===== src/rtl/fetch_pkg.sv =====
// fetch_pkg: shared definitions for the prefetching fetch stage.
// FSM state encoding, default geometry, queue entry layout helpers.
package fetch_pkg;

   typedef enum logic [1:0] {
      IDLE = 2'd0,
      REQ  = 2'd1,
      DROP = 2'd2
   } fetch_state_t;

   localparam int ADDR_W_DEF = 16;
   localparam int INST_W_DEF = 16;
   localparam int PC_INC_DEF = 2;

   // Entry layout at the default widths: instruction in the upper bits,
   // its address in the lower bits.
   typedef struct packed {
      logic [INST_W_DEF-1:0] inst;
      logic [ADDR_W_DEF-1:0] pc;
   } fetch_entry_t;

   function automatic int entry_w(input int inst_w, input int addr_w);
      return inst_w + addr_w;
   endfunction

endpackage


===== src/rtl/fetch_fifo.sv =====
// fetch_fifo: DEPTH x WIDTH synchronous queue with flush and occupancy.
// Ports: clk, rst (sync, active-low), flush, push/wdata, pop/rdata, count.
module fetch_fifo
#(
   parameter int DEPTH = 4,
   parameter int WIDTH = 32
)(
   input  logic                     clk,
   input  logic                     rst,
   input  logic                     flush,
   input  logic                     push,
   input  logic [WIDTH-1:0]         wdata,
   input  logic                     pop,
   output logic [WIDTH-1:0]         rdata,
   output logic [$clog2(DEPTH):0]   count
);

   localparam int PTR_W = $clog2(DEPTH);
   localparam logic [PTR_W:0] FULL = (PTR_W+1)'(DEPTH);

   logic [WIDTH-1:0] mem [DEPTH];
   logic [PTR_W-1:0] wr_ptr;
   logic [PTR_W-1:0] rd_ptr;
   logic             do_push;
   logic             do_pop;

   assign do_pop  = pop && (count != '0);
   assign do_push = push && ((count != FULL) || do_pop);

   always_ff @(posedge clk) begin
      if (!rst || flush) begin
         wr_ptr <= '0;
         rd_ptr <= '0;
         count  <= '0;
      end else begin
         if (do_push)
            wr_ptr <= wr_ptr + PTR_W'(1);
         if (do_pop)
            rd_ptr <= rd_ptr + PTR_W'(1);
         count <= count + (PTR_W+1)'(do_push)
                        - (PTR_W+1)'(do_pop);
      end
   end

   always_ff @(posedge clk) begin
      if (do_push && !flush)
         mem[wr_ptr] <= wdata;
   end

   assign rdata = mem[rd_ptr];

endmodule


===== src/rtl/fetch_prefetch_unit.sv =====
// fetch_prefetch_unit: PC holder, imem req/ack fetcher and prefetch queue.
// Ports: clk, rst (sync, active-low); redirect_valid/redirect_pc;
//   imem_req/imem_addr/imem_ack/imem_rdata; inst_valid/inst_ready/
//   inst_data/inst_pc/inst_pc_next to decode; err.
// Option: FETCH_ALIGN_CHECK_EN flags misaligned redirects on err.
module fetch_prefetch_unit
   import fetch_pkg::*;
#(
   parameter int                ADDR_W   = ADDR_W_DEF,
   parameter int                INST_W   = INST_W_DEF,
   parameter int                DEPTH    = 4,
   parameter logic [ADDR_W-1:0] RESET_PC = '0,
   parameter int                PC_INC   = PC_INC_DEF
)(
   input  logic              clk,
   input  logic              rst,
   input  logic              redirect_valid,
   input  logic [ADDR_W-1:0] redirect_pc,
   output logic              imem_req,
   output logic [ADDR_W-1:0] imem_addr,
   input  logic              imem_ack,
   input  logic [INST_W-1:0] imem_rdata,
   output logic              inst_valid,
   input  logic              inst_ready,
   output logic [INST_W-1:0] inst_data,
   output logic [ADDR_W-1:0] inst_pc,
   output logic [ADDR_W-1:0] inst_pc_next,
   output logic              err
);

   localparam int ENT_W = entry_w(INST_W, ADDR_W);
   localparam int CNT_W = $clog2(DEPTH) + 1;
   localparam logic [CNT_W:0] DEPTH_L = (CNT_W+1)'(DEPTH);
   localparam logic [ADDR_W-1:0] INC = ADDR_W'(PC_INC);

   fetch_state_t      state;
   fetch_state_t      state_n;
   logic [ADDR_W-1:0] fetch_pc;
   logic [ADDR_W-1:0] fetch_pc_n;
   logic [ADDR_W-1:0] drop_addr;
   logic [ADDR_W-1:0] drop_addr_n;
   logic [CNT_W-1:0]  count;
   logic [ENT_W-1:0]  head;
   logic              push;
   logic              pop;
   logic              err_q;
   logic [CNT_W:0]    occ;
   logic [CNT_W:0]    after;

   assign pop = inst_valid & inst_ready;

   // An issued request already owns a slot, so occupancy counts it.
   assign occ = {1'b0, count}
              + {{CNT_W{1'b0}}, (state == REQ)};

   // Occupancy once this cycle's ack is pushed and any pop retires.
   assign after = {1'b0, count} + (CNT_W+1)'(1)
                - {{CNT_W{1'b0}}, pop};

`ifdef FETCH_ALIGN_CHECK_EN
   logic misaligned;

   assign misaligned = redirect_valid
                    && ((redirect_pc % INC) != '0);

   always_ff @(posedge clk) begin
      if (!rst)
         err_q <= 1'b0;
      else if (misaligned)
         err_q <= 1'b1;
   end
`else
   assign err_q = 1'b0;
`endif

   assign err = err_q;

   always_comb begin
      state_n     = state;
      fetch_pc_n  = fetch_pc;
      drop_addr_n = drop_addr;
      push        = 1'b0;
      unique case (state)
         IDLE: begin
            if (!redirect_valid && !err_q
                && (occ < DEPTH_L))
               state_n = REQ;
         end
         REQ: begin
            if (redirect_valid) begin
               if (imem_ack) begin
                  state_n = IDLE;
               end else begin
                  // Old read must still complete on its address.
                  state_n     = DROP;
                  drop_addr_n = fetch_pc;
               end
            end else if (imem_ack) begin
               push       = 1'b1;
               fetch_pc_n = fetch_pc + INC;
               state_n    = (after < DEPTH_L) ? REQ : IDLE;
            end
         end
         DROP: begin
            if (imem_ack)
               state_n = IDLE;
         end
         default: state_n = IDLE;
      endcase
      if (redirect_valid)
         fetch_pc_n = redirect_pc;
   end

   always_ff @(posedge clk) begin
      if (!rst) begin
         state     <= IDLE;
         fetch_pc  <= RESET_PC;
         drop_addr <= '0;
      end else begin
         state     <= state_n;
         fetch_pc  <= fetch_pc_n;
         drop_addr <= drop_addr_n;
      end
   end

   assign imem_req  = (state != IDLE);
   assign imem_addr = (state == DROP) ? drop_addr : fetch_pc;

   fetch_fifo #(
      .DEPTH (DEPTH),
      .WIDTH (ENT_W)
   ) u_fifo (
      .clk   (clk),
      .rst   (rst),
      .flush (redirect_valid),
      .push  (push),
      .wdata ({imem_rdata, fetch_pc}),
      .pop   (pop),
      .rdata (head),
      .count (count)
   );

   assign inst_valid   = (count != '0);
   assign inst_data    = head[ENT_W-1 -: INST_W];
   assign inst_pc      = head[ADDR_W-1:0];
   assign inst_pc_next = inst_pc + INC;

endmodule


===== config.mk =====
export PLATFORM = sky130hd
export DESIGN_NAME = fetch_prefetch_unit
export DESIGN_NICKNAME = d
export VERILOG_FILES = /design/src/rtl/fetch_pkg.sv /design/src/rtl/fetch_fifo.sv /design/src/rtl/fetch_prefetch_unit.sv
export SDC_FILE = /design/constraint.sdc
export NUM_CORES = 1
export LEC_CHECK = 0
export ABC_CLOCK_PERIOD_IN_PS = 6000
export BUFFER_PORTS_ARGS = -buffer_cell sky130_fd_sc_hd__buf_2
export CORE_MARGIN = 5
export CORE_UTILIZATION = 40
export CTS_BUF_LIST = sky130_fd_sc_hd__clkbuf_8
export DETAILED_ROUTE_END_ITERATION = 8
export PLACE_DENSITY = 0.64
export SETUP_SLACK_MARGIN = 0.05
export SLEW_MARGIN = 10
export SYNTH_ARGS = -nofsm -noshare
export SYNTH_HDL_FRONTEND = slang
export SYNTH_SLANG_ARGS = --single-unit

===== constraint.sdc =====
create_clock -name clk -period 6 [get_ports clk]
set_input_delay 0.3 -clock clk [delete_from_list [all_inputs] [get_ports clk]]
set_output_delay 0.3 -clock clk [all_outputs]
set_load 0.005 [all_outputs]

# --- Word-level counts from Yosys, hierarchy flattened ---
# Memories as Yosys holds them, arrays and structs flattened. A register that Yosys moved wholly into a read port is not among the register bits.
# Index checks and enable logic that the tools add are counted.
totals:
  reg_bits: 41
  mem_bits_rw: 128
  in_bits: 37
  output_inout_bits: 67
  elab_cells: 60
  memories: 1
op_classes:
  n_addsub: 9
  n_lt_le_gt_ge: 2
  eq_ne: 6
  mux: 18
  bitwise_logic: 2
  reduce_logical: 16
memory_table:
  columns: ["memory", "words", "width", "rd", "rd_clocked_by_memory_dff", "write_ports", "line_no", "rtl"]
  rows:
  - ["u_fifo.mem", 4, 32, 1, 1, 1, "fetch_fifo.sv:21", "logic [WIDTH-1:0] mem [DEPTH];"]
op_table:
  columns: ["op", "n"]
  rows:
  - ["$mux W16", 4]
  - ["$add A16 B2 Y16 const B", 2]
  - ["$mux W2", 7]
  - ["$lt A4 B3 Y1 const B", 2]
  - ["$mux W1", 6]
  - ["$ne A3 B3 Y1 const B", 2]
  - ["$pmux W2 S3", 1]
  - ["$reduce_and A3 Y1", 2]
  - ["$reduce_bool A2 Y1", 3]
  - ["$add A2 B1 Y2 const B", 2]
  - ["$add A3 B1 Y4", 1]
  - ["$add A3 B1 Y4 const B", 1]
  - ["$logic_and A1 B1 Y1", 4]
  - ["$ne A2 B2 Y1 const B", 2]
  - ["$sub A4 B1 Y4", 1]
  - ["$add A3 B1 Y3", 1]
  - ["$reduce_bool A3 Y1", 1]
  - ["$sub A3 B1 Y3", 1]
  - ["$eq A2 B1 Y1 const B", 1]
  - ["$eq A2 B2 Y1 const B", 1]
  - ["$logic_not A1 Y1", 2]
  - ["$logic_not A2 Y1", 1]
  - ["$logic_or A1 B1 Y1", 2]
  - ["$reduce_and A2 Y1", 1]
  - ["other kinds (2)", 2]

# --- Longest topological paths before layout ---
# Gate-level depths: netlist of the first run.
logic_depth:
  word_depth: 8
  depth_mapped: 9
  ltp_nobuf: 9

# --- By module ---
# From an unflattened synthesis of the first run, not the netlist that was laid out.
unflattened:
  hier_cells: 465
  area_unflattened_um2: 7126.8
by_module_without_submodules:
  columns: ["module", "instances", "cells_per_inst", "area_per_inst_um2", "seq_area_each_um2"]
  rows:
  - ["fetch_fifo", 1, 217, 5106.1, 4023.9]
  - ["fetch_prefetch_unit", 1, 248, 2020.7, 680.7]

# --- Worst setup path before layout of the first run ---
# Ideal clock, no wire load.
synth_path:
  path_type: "reg2out"
  from: "register (tool-made name)"
  to: "output port inst_pc_next[9]"
  arrival_ns: 1.948
  required_ns: 5.700
  path_slack_ns: 3.752
  stages_incl_launch_ff: 9
  n_path_buf: 2
  path_cell_list: "dfxtp_1 buf_6 buf_12 mux4_1 ha_1 nand2b_1 o22ai_1 nand4_1 xnor2_1"
synth_lines:
  columns: ["item", "line_no", "rtl"]
  rows:
  - ["to (decl)", "fetch_prefetch_unit.sv:27", "output logic [ADDR_W-1:0] inst_pc_next,"]

==> impl_metrics.csv, run 1 <==
group,metric,value,unit
status,outcome,"finished, final reports clean",
placed_design,dpl.hpwl,9.83,mm
detailed_routing,drt_iter0_drc,155,
detailed_routing,avg_vias_per_cell,5.14,
layout,nets,621,
sta,final-setup-viol-count,0,
detailed_routing,dr.pass1.iters,4,
global_route,total_congestion_overflow_after_global_routing,0,
detailed_routing,detail_route.wirelength,14.7,mm
sta,finalCriticalPeriod,3130,ps
die,starting_density_of_the_core,40.6,%
clocking,post_cts_resized,0,
power_and_ir_drop,power,2.26,mW
setup_path,worst-path-max-fanout,28,
detailed_routing,post_drt_wl_per_cell,18.0,um
yosys,synth_area_leader_cell,"edfxtp_1",
die,design.portCount,104,
global_route,grt_pass1_wl,23.1,mm
min_path,min-delay-path-class,"input pin to flop",
sta,post_route_fraction_of_the_period_consumed_by_the_critical_path,52.1,%
detailed_routing,postRouteAntennaNets,0,
global_route,antenna_violations_before_repair,0,
global_route,grt_max_degree,37,
yosys,dominantRegCellSynth,"edfxtp_1",
clocking,clock_latency,440,ps
yosys,seq_area_frac_synth,64.8,%
yosys,synthMostInstantiatedCell,"edfxtp_1",
die,dieArea,20900,sq um
clocking,clock_path_buffers,2,
yosys,asyncSetResetFlopFracSynth,0,%
die,chipHeight,145,um
setup_path,r2r_cell_count,8,
placed_design,numPortBuffers,102,
yosys,yosysUniqueCellTypes,52,
global_route,number_of_global_route_vias_before_repair,4375,
layout,antenna_cell_count,0,
sta,unrepaired_setup_endpoints_after_global_routing,"false",
yosys,synth_edf_count,128,
clocking,cts_post_setup_buffers_inserted,0,
yosys,post_synth_most_frequent_cells,"edfxtp_1, nand2_1, dfxtp_1, mux4_2",
sta,timing.fmax,0.320,GHz
clocking,clkSinkCount,171,
power_and_ir_drop,cellLeakagePower,3.05,nW
sta,final.setup_skew,15.9,ps
sta,worstMarginPinSlew,1110,ps
yosys,syn_area,7260,sq um
clocking,worst_setup_hold_path_clk_slew,90,ps
sta,slew_viol_final,0,
layout,post_synthesis_to_final_layout_area_growth,15.7,%
yosys,synth_cells,466,
die,num_rows,49,
yosys,syn_nets,514,
placed_design,gp_weighted_congestion,0.750,
clocking,tritoncts,"yes",
sta,report.final.hold_viol_count,0,
yosys,avgSynthCellArea,15.6,sq um
clocking,clock_tree.root_cell,"clkbuf_8",
yosys,synth_warnings,0,
setup_path,critPathLaunchType,"flop",
detailed_routing,post_route_drc_violation_count,0,
setup_path,worst-endpoint-arrival,2830,ps
die,core,17900,sq um
sta,max_slew_margin,25.7,%
sta,totalNegativeSetupSlack,0,ps
layout,finish.cell_count_without_fillers,814,
power_and_ir_drop,power_density,269,nW/um^2
clocking,cts_hold_buf,0,
min_path,whs_path_depth,1,
yosys,ys_top_cells_by_area,"edfxtp_1, dfxtp_1, mux4_2, nand2_1, mux2_2",
global_route,globalRouteTotalUtil,14.6,%
yosys,netlist.area_leader.share,52.9,%
setup_path,worst-endpoint-required,5700,ps
setup_path,endpoint_kind,"output pin",
clocking,cts_made_buffers,17,
placed_design,dpl.cell_count,783,
yosys,synth.ff_latch_count,171,
power_and_ir_drop,ir_drop,0.253,mV
layout,drive_above_1_share,33.0,%
detailed_routing,dr_total_vias,4184,
clocking,htree_depth,4,
die,floorplan.die.width,145,um
setup_path,worstSetupPathType,"flop to output pin",
flow_run,max_cap_violations,0,
==> path summary, 6_finish.rpt <==
| kind | from | end | slack, ps |
|---|---|---|---|
| max | flop | inst_pc_next[14] | 2870 |
| min | imem_rdata[12] | u_fifo.mem[2][28]$_DFFE_PP_ | 80 |
| max reg2reg | u_fifo.count[1]$_SDFF_PP0_ | u_fifo.count[1]$_SDFF_PP0_ | 3830 |
| min reg2reg | drop_addr[2]$_SDFFE_PN0P_ | drop_addr[2]$_SDFFE_PN0P_ | 470 |
==> state kept, by name, summed over array words and instances (netlist names), named ones only <==
| name | flops |
|---|---|
| u_fifo.wr_ptr | 2 |
| fetch_pc | 16 |
| u_fifo.rd_ptr | 2 |
| state | 2 |
| u_fifo.mem | 128 |
| drop_addr | 16 |
| u_fifo.count | 3 |
==> area by class of cell <==
type	instances	area [sq um]
flip-flops and latches	171	4710
clock buffers	17	234
repair buffers	109	563
well taps	229	287
multi-input cells	260	2380
inverters	14	52.6
clock inverters	14	183
fillers	1572	9500
==> cells in the final DEF, fill, tap and decap left out, types with 5 or more instances in the layout <==
master    count
buf_4         7
o211a_1       7
nand4_1       5
mux4_2       27
nand2_1      50
ha_1         10
nand2b_1     12
xnor2_1      10
nor2_1       10
buf_2       102
clkbuf_8     17
dfxtp_1      42
edfxtp_1    128
xor2_1       16
o21ai_0       8
mux2_2       13
inv_6         5
mux4_1        5
nor3_1       10
and2_1        8
inv_1        14
mux2i_1       5
nand3_1       5
a21boi_0     16
==> logic make-up after synthesis <==
group                    share of synthesized area [%]
XOR/XNOR                                          3.14
AO/OA/AOI/OAI                                     4.45
adder cells (fa/ha/maj)                           2.00
AND/OR/NAND/NOR                                   10.2
multiplexers                                      12.9
flip-flops                                        64.8
other                                           0.0516
buffers and inverters                             2.45
==> power breakdown <==
| group | total (mW) | internal (mW) | switching (mW) |
|---|---|---|---|
| combinational | 0.111 | 0.0532 | 0.0580 |
| sequential | 1.31 | 1.28 | 0.0236 |
| clock | 0.837 | 0.419 | 0.418 |
==> critical path, cell delays in order, from the launching register on <==
cell and delay, ps:
dfxtp_2 430, buf_4 510, mux4_1 750, nand4_2 190, nor4_4 60, xor2_1 250, buf_2 170
==> metal layers <==
| layer | vias up | GRT usage, % | wire, um |
|---|---|---|---|
| li1 | 1971 | - | - |
| met1 | 2057 | 20.1 | 6660 |
| met2 | 150 | 23.0 | 6840 |
| met3 | 6 | 4.34 | 1130 |
| met4 | 0 | 3.29 | 48 |
| met5 | - | 0 | 0 |
==> per-stage QoR <==
stage | hold slack (ps) | setup WS (ps) | instance area (sq um) | utilization [%]
3_3_place_gp | 448 | 3310 | 7990 | 44.6
4_1_cts | 36.4 | 2770 | 8400 | 46.9
5_1_grt | 22.8 | 2570 | 8400 | 46.9
6_report | 77.8 | 2870 | 8400 | 46.9
3_5_place_dp | 455 | 3290 | 7990 | 44.6
2_1_floorplan | 399 | 3750 | 7260 | -
Note: power is estimated with default switching activity, not from simulation.
==> inputs of run 2 (changes only) <==
- ABC_CLOCK_PERIOD_IN_PS: 6000 -> 3300
- clock period: 6 -> 3.3 ns (I/O delays scaled with it)
==> impl_metrics.csv, run 2 (synthesis results as in run 1) <==
group,metric,value,unit
sta,unrepaired_setup_endpoints_after_global_routing,"false",
setup_path,worst-endpoint-arrival,2760,ps
die,core,17900,sq um
sta,final.setup_skew,13.1,ps
min_path,min-delay-path-class,"input pin to flop",
layout,antenna_cell_count,0,
clocking,clock_path_buffers,2,
placed_design,numPortBuffers,102,
sta,final-setup-viol-count,0,
detailed_routing,post_drt_wl_per_cell,18.2,um
global_route,number_of_global_route_vias_before_repair,4341,
global_route,grt_pass1_wl,23.6,mm
layout,leading_cell_type_in_the_layout_fill_and_taps_excluded,"edfxtp_1",
die,chipHeight,145,um
die,dieArea,20900,sq um
detailed_routing,dr.pass1.iters,4,
clocking,worst_setup_hold_path_clk_slew,90,ps
clocking,clock_tree.root_cell,"clkbuf_8",
detailed_routing,dr_total_vias,4300,
setup_path,worst-endpoint-required,3130,ps
setup_path,endpoint_kind,"output pin",
status,outcome,"finished, final reports clean",
detailed_routing,detail_route.wirelength,15.2,mm
layout,max_flop_register,"u_fifo.mem",
die,design.portCount,104,
sta,worstMarginPinSlew,729,ps
detailed_routing,post_route_drc_violation_count,0,
sta,finalCriticalPeriod,2930,ps
sta,timing.fmax,0.342,GHz
global_route,total_congestion_overflow_after_global_routing,0,
layout,largest_reg_flops,128,
placed_design,dpl.hpwl,10.1,mm
clocking,htree_depth,4,
power_and_ir_drop,power,3.98,mW
clocking,clock_latency,450,ps
sta,slew_viol_final,0,
layout,layout_top_registers,"u_fifo.mem (128), drop_addr (16), fetch_pc (16)",
power_and_ir_drop,power_density,466,nW/um^2
layout,post_synthesis_to_final_layout_area_growth,17.7,%
clocking,cts_made_buffers,17,
sta,totalNegativeSetupSlack,0,ps
sta,hold-worst-slack,43.6,ps
clocking,cts_post_setup_buffers_inserted,0,
die,starting_density_of_the_core,40.6,%
layout,drive_above_1_share,32.1,%
placed_design,gp_weighted_congestion,0.771,
placed_design,detailedPlace.worstSlack,818,ps
setup_path,worstSetupPathType,"flop to output pin",
power_and_ir_drop,ir_drop,0.251,mV
detailed_routing,postRouteAntennaNets,0,
clocking,tritoncts,"yes",
power_and_ir_drop,cellLeakagePower,3.13,nW
global_route,grt_max_degree,37,
layout,nets,640,
sta,max_slew_margin,51.3,%
die,num_rows,49,
clocking,clkSinkCount,171,
flow_run,max_cap_violations,0,
layout,layout_common_cells,"edfxtp_1, buf_2, nand2_1, dfxtp_1, mux4_2",
detailed_routing,drt_iter0_drc,259,
global_route,antenna_violations_before_repair,0,
detailed_routing,avg_vias_per_cell,5.16,
die,floorplan.die.width,145,um
setup_path,worst-path-max-fanout,16,
global_route,globalRouteTotalUtil,14.9,%
sta,finalWorstSetupSlack,374,ps
setup_path,critPathLaunchType,"flop",
sta,post_route_fraction_of_the_period_consumed_by_the_critical_path,88.7,%
sta,report.final.hold_viol_count,0,
-- run 2: cell type report --
type | instances | area (sq um)
inverter | 14 | 52.6
clock buffer | 19 | 262
tap | 229 | 287
timing repair buffer | 128 | 748
multi-input combinational | 260 | 2380
clock inverter | 13 | 114
fill | 1563 | 9360
sequential | 171 | 4710
-- run 2: timing repair --
item | CTS | global route
gates resized for setup | 0 | 0
hold buffers | 17 | 0
endpoints found under the hold margin | 65 | 0
-- run 2: per-layer routing --
metal	wire [um]	track usage, %	up-vias	share of wire (%)
li1	-	-	2018	-
met1	6840	21.0	2117	45
met2	7020	23.3	163	46
met3	1300	4.40	2	8.5
met4	24	3.24	0	0.16
met5	0	0	-	0
-- run 2: where the power goes --
part	internal (mW)	leakage (nW)	switching, mW
clock network	0.642	0.204	0.737
registers	2.34	1.51	0.0436
logic	0.111	1.41	0.110
total	3.09	3.13	0.891
-- run 2: path summary, 6_finish.rpt --
kind / startpoint / to / slack, ps / depth (start not counted)
max: flop / inst_pc_next[15] / 370 / 6
min: redirect_pc[13] / fetch_pc[13]$_SDFFE_PN0P_ / 40 / 3
max reg2reg: u_fifo.count[1]$_SDFF_PP0_ / u_fifo.count[2]$_SDFF_PP0_ / 1130 / 9
min reg2reg: drop_addr[13]$_SDFFE_PN0P_ / drop_addr[13]$_SDFFE_PN0P_ / 470 / 2
-- run 2: per-stage QoR --
stage               instance area (sq um)  std cells  utilization, %
floorplan                            7260        466               -
global placement                     8000        785            44.7
detailed placement                   8000        785            44.7
CTS                                  8550        834            47.7
global route                         8550        834            47.7
finish                               8550        834            47.7
-- run 2: critical path, cell delays in order (launching register included) --
cell and delay, ps:
dfxtp_2 510, buf_4 370, mux4_1 730, and4_1 270, nand4_1 120, xnor2_1 150, buf_2 150
==> inputs of run 3 (changes only) <==
- ABC_AREA: unset -> 1
==> impl_metrics.csv, run 3 <==
group,metric,value,unit
global_route,antenna_violations_before_repair,0,
layout,leading_cell_type_in_the_layout_fill_and_taps_excluded,"nand2_1",
yosys,synth_area_leader_cell,"edfxtp_1",
global_route,grt_max_degree,67,
setup_path,worst-endpoint-required,3130,ps
yosys,synth_warnings,0,
clocking,post_cts_resized,0,
setup_path,path_depth,12,
yosys,synth_edf_count,128,
power_and_ir_drop,power_density,467,nW/um^2
global_route,grt_pass1_wl,28.6,mm
die,design.portCount,104,
detailed_routing,detail_route.wirelength,17.7,mm
layout,nets,963,
setup_path,crit_path_cell_trace,"buf_4 -> nand2_1 -> nand2_1 -> nand2_1 -> nand2_1 -> ha_1 -> inv_1 -> nor2_2 -> nand3_1 -> o21ai_0 -> nand2_1 -> buf_2",
layout,post-route-util,47.9,%
layout,layout_common_cells,"nand2_1, edfxtp_1, buf_2, nor2_1, o21ai_0",
layout,fillerInstances,1765,
yosys,syn_nets,844,
yosys,synth_compound_gate_area_share,10.0,%
layout,max_flop_register,"u_fifo.mem",
sta,finalWorstSetupSlack,454,ps
min_path,min-delay-path-class,"input pin to flop",
status,outcome,"finished, final reports clean",
yosys,synth.ff_latch_count,171,
setup_path,worstSetupPathType,"flop to output pin",
setup_path,timing.reg2reg.setup_slack,1040,ps
global_route,globalRouteTotalUtil,16.4,%
sta,worstMarginPinSlew,673,ps
yosys,seq_area_frac_synth,61.4,%
yosys,synth-adder-area-share,1.89,%
setup_path,timing.critical_path.to,"inst_pc_next[9]",
die,starting_density_of_the_core,40.8,%
yosys,combinational_family_with_the_most_area_after_synthesis,"simple AND/OR/NAND/NOR gates",
detailed_routing,drt_iter0_drc,319,
yosys,avgSynthCellArea,9.63,sq um
yosys,post_synth_and_or_nand_nor_area_fraction,19.7,%
die,core,18800,sq um
yosys,yosysUniqueCellTypes,35,
yosys,area_share_of_xor_xnor_cells_in_the_synthesized_design,0.914,%
setup_path,cp_common_cell,"nand2_1",
detailed_routing,postRouteAntennaNets,0,
yosys,netlist.area_leader.share,50.2,%
clocking,htree_depth,4,
sta,final-setup-viol-count,0,
detailed_routing,post_drt_wl_per_cell,15.2,um
sta,timing.fmax,0.351,GHz
setup_path,cpLargestDelayFamily,"simple AND/OR/NAND/NOR gates",
die,chipHeight,148,um
yosys,asyncSetResetFlopFracSynth,0,%
setup_path,worst-path-max-fanout,66,
yosys,synth_cells,796,
power_and_ir_drop,cellLeakagePower,3.62,nW
setup_path,worst-endpoint-arrival,2680,ps
yosys,post_synth_most_frequent_cells,"nand2_1, edfxtp_1, nor2_1, o21ai_0, inv_1",
setup_path,r2r_cell_count,8,
yosys,ys_top_cells_by_area,"edfxtp_1, dfxtp_1, nand2_1, o21ai_0, nor2_1",
placed_design,numPortBuffers,102,
layout,post_synthesis_to_final_layout_area_growth,17.4,%
placed_design,placement.cell_area,8390,sq um
clocking,clock_path_buffers,2,
detailed_routing,dr_total_vias,5868,
yosys,post_synth_mux_area_share,0,%
sta,final.setup_skew,14.4,ps
setup_path,worst_path_max_delay_cell,"buf_4",
sta,finalCriticalPeriod,2850,ps
placed_design,gp_weighted_congestion,0.774,
clocking,worst_setup_hold_path_clk_slew,100,ps
layout,antenna_cell_count,0,
die,dieArea,22000,sq um
yosys,syn_area,7660,sq um
setup_path,worst_r2r_endpoint,"u_fifo.mem[3][5]$_DFFE_PP_",
clocking,tritoncts,"yes",
yosys,dominantRegCellSynth,"edfxtp_1",
placed_design,dpl.cell_count,1110,
layout,layout_top_registers,"u_fifo.mem (128), drop_addr (16), fetch_pc (16)",
clocking,clock_latency,460,ps
power_and_ir_drop,ir_drop,0.293,mV
layout,drive_above_1_share,19.6,%
layout,post_route_design_area,9000,sq um
layout,largest_reg_flops,128,
setup_path,worst_path_largest_cell_delay,540,ps
global_route,total_congestion_overflow_after_global_routing,0,
clocking,cts_post_setup_buffers_inserted,0,
clocking,clkSinkCount,171,
sta,totalNegativeSetupSlack,0,ps
clocking,cts_made_buffers,17,
global_route,number_of_global_route_vias_before_repair,5615,
sta,max_slew_margin,55.1,%
layout,finish.cell_count_without_fillers,1162,
detailed_routing,post_route_drc_violation_count,0,
die,floorplan.die.width,148,um
flow_run,max_cap_violations,0,
sta,report.final.hold_viol_count,0,
setup_path,cp.buffers_inverters,3,
detailed_routing,dr.pass1.iters,5,
placed_design,dpl.hpwl,11.7,mm
setup_path,rr_startpoint,"state[1]$_SDFFE_PN0P_",
sta,slew_viol_final,0,
detailed_routing,avg_vias_per_cell,5.05,
yosys,synthMostInstantiatedCell,"nand2_1",
placed_design,detailedPlace.worstSlack,932,ps
sta,post_route_fraction_of_the_period_consumed_by_the_critical_path,86.2,%
die,num_rows,50,
clocking,clock_tree.root_cell,"clkbuf_8",
sta,unrepaired_setup_endpoints_after_global_routing,"false",
setup_path,critPathLaunchType,"flop",
setup_path,endpoint_kind,"output pin",
-- run 3: kinds of logic (layout without fill, tap and decap cells) --
kind of cell | count (synthesis) | in the layout
other cells | 1 | 1
xor+xnor | 8 | 8
simple gates | 359 | 359
buf+inv | 103 | 235
fa+ha+maj | 11 | 11
compound gates | 143 | 143
flops | 171 | 171
-- run 3: what timing repair did --
action	CTS	global route
endpoints found under the setup margin	0	0
hold endpoints to repair	68	0
hold buffers	20	0
-- run 3: metrics by stage --
stage / hold WS (ps) / total power [mW]
2_1_floorplan: 264 / 2.59
3_5_place_dp: 381 / 2.73
3_3_place_gp: 383 / 2.72
6_report: 14.1 / 4.20
4_1_cts: 0.466 / 4.25
5_1_grt: 17.4 / 4.39
-- run 3: how the worst min path moves through the flow --
stage	from	endpoint	slack, ps	cells after the start
4_1_cts	redirect_pc[11]	fetch_pc[11]$_SDFFE_PN0P_	0.5	5
2_1_floorplan	imem_rdata[0]	u_fifo.mem[0][16]$_DFFE_PP_	260	0
5_1_grt	redirect_pc[4]	fetch_pc[4]$_SDFFE_PN0P_	20	3
3_5_place_dp	imem_rdata[3]	u_fifo.mem[3][19]$_DFFE_PP_	380	1
6_report	redirect_pc[11]	fetch_pc[11]$_SDFFE_PN0P_	10	5
3_3_place_gp	imem_rdata[5]	u_fifo.mem[3][21]$_DFFE_PP_	380	1
-- run 3: metal layers --
| metal | GRT usage (%) | part of all wire, % | up-vias |
|---|---|---|---|
| met5 | 0 | 0 | - |
| met2 | 26.6 | 46 | 194 |
| met3 | 4.08 | 6.3 | 29 |
| met4 | 5.45 | 1.9 | 0 |
| li1 | - | - | 2931 |
| met1 | 21.8 | 45 | 2714 |
-- run 3: cell type report --
class	count	area, sq um	share of cell area, %
well taps	234	293	3.25
clock buffers	17	234	2.60
multi-input cells	522	2530	28.1
flip-flops and latches	171	4710	52.3
inverters	68	255	2.84
clock inverters	15	174	1.93
repair buffers	135	808	8.98
-- run 3: report_power, final --
part / switching [mW] / internal [mW] / total (mW)
Clock: 0.805 / 0.703 / 1.51
Combinational: 0.188 / 0.117 / 0.305
Sequential: 0.0395 / 2.35 / 2.39
-- run 3: worst min-delay path, cell delays in order --
cell and delay, ps:
buf_2 80, nand2_1 40, nand3_1 70, nand2_1 40, inv_1 50
